### src/rtl/shift_sequencial.sv
// shift_sequencial: multi-cycle shifter doing SLL/SRL/SRA/ROL, at most PASSO positions per clock.
module shift_sequencial #(
  parameter int LARGURA = 32,
  parameter int PASSO = 1,
  localparam int QW = $clog2(LARGURA)
) (
  input  logic               clock,
  input  logic               reset,
  input  logic               inicio,
  input  logic [1:0]         modo,
  input  logic [QW-1:0]      quantidade,
  input  logic [LARGURA-1:0] sinal,
  output logic [LARGURA-1:0] sinal_deslocado,
  output logic               ocupado,
  output logic               pronto
);
  typedef enum logic [1:0] {IDLE, SHIFT, DONE} state_t;
  state_t state_q, state_d;
  logic [LARGURA-1:0] dado_q, dado_d, desloc, rol;
  logic [QW-1:0] resto_q, resto_d, passo;
  logic [1:0] modo_q, modo_d;
  // PASSO can exceed the QW range, but then resto_q is always the smaller value
  assign passo = (int'(resto_q) < PASSO) ? resto_q : QW'(PASSO);
  assign rol = (dado_q << passo) | (dado_q >> (LARGURA - int'(passo)));
  assign desloc = modo_q == 2'd0 ? dado_q << passo :
                  modo_q == 2'd1 ? dado_q >> passo :
                  modo_q == 2'd2 ? $unsigned($signed(dado_q) >>> passo) : rol;
  always_comb begin
    state_d = state_q;
    dado_d = dado_q;
    resto_d = resto_q;
    modo_d = modo_q;
    if (state_q == IDLE && inicio) begin
      dado_d = sinal;
      resto_d = quantidade;
      modo_d = modo;
      state_d = quantidade == '0 ? DONE : SHIFT;
    end else if (state_q == SHIFT) begin
      dado_d = desloc;
      resto_d = resto_q - passo;
      state_d = resto_d == '0 ? DONE : SHIFT;
    end else if (state_q == DONE) begin
      state_d = IDLE;
    end
  end
  always_ff @(posedge clock or posedge reset) begin
    if (reset) begin
      state_q <= IDLE;
      dado_q <= '0;
      resto_q <= '0;
      modo_q <= '0;
    end else begin
      state_q <= state_d;
      dado_q <= dado_d;
      resto_q <= resto_d;
      modo_q <= modo_d;
    end
  end
  assign sinal_deslocado = dado_q;
  assign ocupado = state_q != IDLE;
  assign pronto = state_q == DONE;
endmodule

### config.mk
export PLATFORM = sky130hd
export DESIGN_NAME = shift_sequencial
export DESIGN_NICKNAME = d
export VERILOG_FILES = /design/src/rtl/shift_sequencial.sv
export SDC_FILE = /design/constraint.sdc
export NUM_CORES = 1
export LEC_CHECK = 0
export BUFFER_PORTS_ARGS = -buffer_cell sky130_fd_sc_hd__buf_2
export CORE_UTILIZATION = 40
export DETAILED_ROUTE_END_ITERATION = 8
export GPL_ROUTABILITY_DRIVEN = 0
export SLEW_MARGIN = 20
export SYNTH_ARGS = -nofsm -noshare
export SYNTH_HDL_FRONTEND = slang
export SYNTH_SLANG_ARGS = --single-unit
### constraint.sdc
create_clock -name clock -period 6.5 [get_ports clock]
set_input_delay 0.325 -clock clock [delete_from_list [all_inputs] [get_ports clock]]
set_output_delay 0.325 -clock clock [all_outputs]
set_load 0.005 [all_outputs]
==> results of run 1 <==
==> sequential cells by signal, indices dropped and copies added (netlist names) <==
register	flops
state_q	2
resto_q	5
sinal_deslocado	32
modo_q	2
==> logic make-up (layout without fill, tap and decap cells) <==
group	after synthesis	count (layout)	synth area share (%)
buf+inv	40	100	5.509
mux	22	22	9.671
flops	41	41	32.50
fa+ha+maj	3	3	1.189
simple gates	154	154	22.79
compound gates	132	132	27.15
xor+xnor	3	3	1.070
other cells	1	1	0.1188
==> worst max-delay path, stage by stage, from the launching register on <==
cell	delay, ps
dfrtp_1	440
nor2_1	520
nand2_4	310
inv_1	440
ha_1	650
mux4_2	590
o22ai_1	160
nor2_1	60
a21oi_1	130
o22ai_1	80
==> power breakdown <==
group	internal, mW	switching (mW)	leakage [nW]	total, mW
combinational	0.553	0.713	1.08	1.27
sequential	0.388	0.287	0.488	0.675
clock	0.0961	0.0940	0.0542	0.190
==> routing by layer <==
layer / share of wire (%) / up-vias
li1: - / 1579
met1: 45 / 1660
met2: 47 / 136
met3: 5.1 / 24
met4: 2.5 / 0
met5: 0 / -
==> area by class of cell <==
cell class              count  share of cell area, %
clock inverters             1                 0.1361
multi-input cells         315                  53.51
flip-flops and latches     41                  27.91
clock buffers               7                  2.621
repair buffers             79                  11.03
well taps                 102                  3.472
inverters                  13                  1.327
==> stage by stage <==
| step | area (µm²) | instances | util, % | power, mW | setup slack [ps] |
|---|---|---|---|---|---|
| after detailed placement | 3567 | 550 | 46.40 | 1.920 | 3134 |
| after global placement | 3567 | 550 | 46.40 | 1.905 | 3283 |
| after CTS | 3669 | 558 | 47.72 | 2.113 | 3146 |
| after floorplan | 3157 | 396 | - | 1.505 | 3942 |
| final | 3676 | 558 | 47.82 | 2.131 | 3017 |
| after global routing | 3676 | 558 | 47.82 | 2.303 | 2754 |
==> placed cells by master (no fill, tap or decap), types with 3 or more instances in the layout <==
| master | Yosys | routed |
|---|---|---|
| buf_2 | 10 | 75 |
| nand2_1 | 71 | 71 |
| dfrtp_1 | 41 | 41 |
| a21oi_1 | 35 | 35 |
| nor2_1 | 28 | 27 |
| o21ai_0 | 26 | 26 |
| o22ai_1 | 13 | 13 |
| inv_1 | 12 | 12 |
| nand3_1 | 12 | 12 |
| a221o_1 | 9 | 9 |
| mux2i_1 | 8 | 8 |
| a31oi_1 | 8 | 8 |
| nor3_1 | 8 | 8 |
| mux2_2 | 8 | 8 |
| and3_1 | 8 | 8 |
| o31ai_1 | 8 | 8 |
| clkbuf_8 | 0 | 7 |
| mux4_2 | 6 | 6 |
| o221ai_1 | 6 | 6 |
| nand2b_1 | 4 | 4 |
| or3_1 | 4 | 4 |
| o21ai_1 | 4 | 4 |
| nor2b_1 | 4 | 4 |
| o211ai_1 | 4 | 4 |
| a211oi_1 | 4 | 4 |
| buf_4 | 3 | 4 |
| a22oi_1 | 3 | 3 |
| a221oi_1 | 3 | 3 |
| ha_1 | 3 | 3 |
==> worst max path at each step <==
stage / start / endpoint / slack (ps) / cells past startpoint
final: resto_q[4]$_DFFE_PP0P_ / sinal_deslocado[0]$_DFFE_PP0P_ / 3020 / 9
after global routing: resto_q[4]$_DFFE_PP0P_ / sinal_deslocado[0]$_DFFE_PP0P_ / 2750 / 9
after CTS: resto_q[4]$_DFFE_PP0P_ / sinal_deslocado[0]$_DFFE_PP0P_ / 3150 / 9
after detailed placement: resto_q[4]$_DFFE_PP0P_ / sinal_deslocado[0]$_DFFE_PP0P_ / 3130 / 9
after global placement: resto_q[2]$_DFFE_PP0P_ / sinal_deslocado[2]$_DFFE_PP0P_ / 3280 / 9
after floorplan: resto_q[2]$_DFFE_PP0P_ / sinal_deslocado[18]$_DFFE_PP0P_ / 3940 / 11
==> flow_summary.ini, run 1 <==
[critical_path]
crit_path_max_fanout = 25
crit_type = flop to flop
cp-end-kind = flop
r2r-start = resto_q[4]$_DFFE_PP0P_
r2r_end = sinal_deslocado[0]$_DFFE_PP0P_
arrival_ps = 3670
reg2reg_depth = 9
critPathLaunchType = flop
r2r_slack_ps = 3020
cp_data_required_time_ps = 6690

[detailed_routing]
avgViaCountPerCell = 6.091
drc_errors = 0
drt_first_iter_violations = 262
wire_per_inst_um = 19.13
postRouteAntennaNets = 0
via_count = 3399
drtPass1Iterations = 5
wirelength_um = 10680

[clocking]
clk_pin_slew_ps = 80
cts_max_level = 2
cts_sinks = 41
hold_buffers = 0
cts_tree = done
numCtsBuffers = 5
cts_root_buf = clkbuf_8
ctsResizeCount = 0
clk_latency_ps = 300
clockBufferDepth = 2
cts_setup_buffers = 0

[yosys]
synthFlopType = dfrtp_1
synth_common_cells = nand2_1, dfrtp_1, a21oi_1
synth_top_area_share_pct = 32.50
synthArstFlopShare_pct = 100.0
syn-instance-count = 396
ys_ff_latch = 41
synth.area.top_cells = dfrtp_1, nand2_1, a21oi_1, mux4_2, o21ai_0
avgSynthCellArea_um2 = 7.972
syn_area_um2 = 3157
synth_nets = 441
synth_top_area_cell = dfrtp_1
yosys_warnings = 0
synth_cell_type_count = 55
synth_edf_count = 0
yosysSeqAreaShare_pct = 32.50
yosys.cell_count.top_type = nand2_1

[grt]
met1_usage_pct = 36.93
antenna_found_initial = 0
grt_usage_pct = 26.77
grt_busiest_layer = met2
overflow = 0
use_met3_pct = 4.040
grt_pass1_vias = 3248
globalRouteMet2Util_pct = 42.23
grt_max_degree = 42
grt_pass1_wl_um = 17280

[pwr]
ir_drop_uv = 234.3
power.density_nw_per_um2 = 579.6
leakage_nw = 1.622

[sta]
rsz0062_at_grt = false
fmax_ghz = 0.2871
fin_crit_sh_pct = 53.58
holdWs_ps = 143.6
setup-violations-final = 0
hold_viol = 0
tns_ps = 0
drv_slew = 0
tightest_slew_ps = 1023
finClkSkew_ps = 5.989
post-route-min-period_ps = 3483
relSlewSlack_pct = 31.58

[floorplan]
die-area_um2 = 8251
core-area_um2 = 7687
fp-row-count = 32
start_util_pct = 41.06
io_pins = 76
dieWidth_um = 90.84
die_h_um = 90.84

[final_layout]
area_growth_pct = 16.45
antenna_cells = 0
seqCellArea_um2 = 1026
fill_cells = 834
drive_gt1_share_pct = 24.12
multiInputGateArea_um2 = 1967
nets = 500

[placed_design]
port_buffers = 75
hpwlAfterDp_um = 7598

[job]
maxCapViolCount = 0

[min_path]
hold_path.class = input pin to async pin

[status]
status = finished, final reports clean
No activity file was read; power rests on OpenSTA's default activity.
==> inputs of run 2 (changes only) <==
==> constraint.sdc (replaced) <==
create_clock -name clock -period 2.95 [get_ports clock]
set_input_delay 0.1475 -clock clock [delete_from_list [all_inputs] [get_ports clock]]
set_output_delay 0.1475 -clock clock [all_outputs]
set_load 0.005 [all_outputs]
==> flow_summary.ini, run 2 (same netlist as run 1, synthesis figures left out) <==
[status]
status = finished, violations left
violations = hold timing

[floorplan]
fp-row-count = 32
die_h_um = 90.84
start_util_pct = 41.06
io_pins = 76
dieWidth_um = 90.84
die-area_um2 = 8251
core-area_um2 = 7687

[pwr]
leakage_nw = 1.674
total_power_mw = 4.775
power.density_nw_per_um2 = 1270
ir_drop_uv = 493.0

[clocking]
clk_pin_slew_ps = 80
clockBufferDepth = 2
clk_latency_ps = 300
cts_sinks = 41
numCtsBuffers = 5
cts_root_buf = clkbuf_8
hold_buffers = 0
cts_max_level = 2
cts_setup_buffers = 0
cts_tree = done
ctsResizeCount = 0

[critical_path]
reg2reg_depth = 10
arrival_ps = 2780
r2r_end = sinal_deslocado[11]$_DFFE_PP0P_
critPathLaunchType = flop
critPathSlowestCell = ha_1
crit_type = flop to flop
cpPeakStageDelay_ps = 640
crit_chain = nor3_4, nand2_4, inv_1, ha_1, buf_4, mux2i_1, nor2_1, nor3_1, nor3_1, a221o_1
r2r_slack_ps = 350
crit_path_max_fanout = 13
cp_data_required_time_ps = 3130
cp-end-kind = flop
crit_path_frequent_cell = nor3_1
r2r-start = resto_q[2]$_DFFE_PP0P_

[detailed_routing]
dr_wl_met2_um = 4920
wire_per_inst_um = 18.58
via_count = 3427
highest-signal-layer = met4
wirelength_um = 10610
avgViaCountPerCell = 6.002
drtPass1Iterations = 5
drc_errors = 0
drt_first_iter_violations = 271
postRouteAntennaNets = 0
route.met3.wl_um = 597
m1WireLength_um = 4838

[placed_design]
dp_cells = 564
hpwlAfterDp_um = 7709
pre_cts_slack_ps = 423.6
port_buffers = 75
place_area_um2 = 3672

[sta]
rsz0062_at_grt = false
fmax_ghz = 0.3853
finClkSkew_ps = 5.236
post-route-min-period_ps = 2595
holdWs_ps = -56.64
tightest_slew_ps = 978.5
drv_slew = 0
tns_ps = 0
relSlewSlack_pct = 34.36
setup-violations-final = 0
fin_crit_sh_pct = 87.98
hold_viol = 23
worst_slack_ps = 354.6

[final_layout]
final_util_pct = 48.89
final_cell_mix = buf_2, nand2_1, dfrtp_1, a21oi_1, nor2_1
fin_area_um2 = 3759
drive_gt1_share_pct = 26.01
final_common_cell = buf_2
area_growth_pct = 19.06
final_cells = 571
nets = 514
antenna_cells = 0
largest_reg_flops = 32

[grt]
antenna_found_initial = 0
grt_max_degree = 26
grt_usage_pct = 26.57
grt_pass1_wl_um = 17250
grt_pass1_vias = 3272
overflow = 0

[job]
maxCapViolCount = 0

[min_path]
hold_path.class = input pin to async pin
## run 2: layout make-up
type / count / area (µm²)
fillers: 816 / 3929
multi-input cells: 315 / 1959
flip-flops and latches: 41 / 1026
repair buffers: 93 / 510.5
well taps: 102 / 127.6
clock buffers: 7 / 86.33
inverters: 13 / 48.80
## run 2: worst max path at each step
stage	from	end	slack, ps	cells after the start
finish	resto_q[2]$_DFFE_PP0P_	sinal_deslocado[11]$_DFFE_PP0P_	350	10
global route	resto_q[2]$_DFFE_PP0P_	sinal_deslocado[2]$_DFFE_PP0P_	180	9
CTS	resto_q[2]$_DFFE_PP0P_	sinal_deslocado[11]$_DFFE_PP0P_	390	10
detailed placement	resto_q[2]$_DFFE_PP0P_	sinal_deslocado[11]$_DFFE_PP0P_	420	10
global placement	resto_q[2]$_DFFE_PP0P_	sinal_deslocado[9]$_DFFE_PP0P_	490	9
floorplan	resto_q[2]$_DFFE_PP0P_	sinal_deslocado[18]$_DFFE_PP0P_	390	11
## run 2: where the power goes
part	internal, mW	switching, mW	total, mW	leakage [nW]
combinational	1.32	1.65	2.97	1.14
clock	0.186	0.196	0.382	0.0443
sequential	0.857	0.567	1.42	0.488
total	2.36	2.42	4.78	1.67
## run 2: worst max-delay path: cells and delay by family, from the launching register on
family	cells	cell delay (ps)
flops	1	530
simple gates	5	460
mux	1	200
fa+ha+maj	1	640
buf+inv	2	360
compound gates	1	270
## run 2: routing by layer
metal | up-vias | GRT usage (%)
met2 | 141 | 42.87
met3 | 24 | 3.199
met4 | 0 | 8.995
li1 | 1605 | -
met5 | - | 0
met1 | 1657 | 36.83
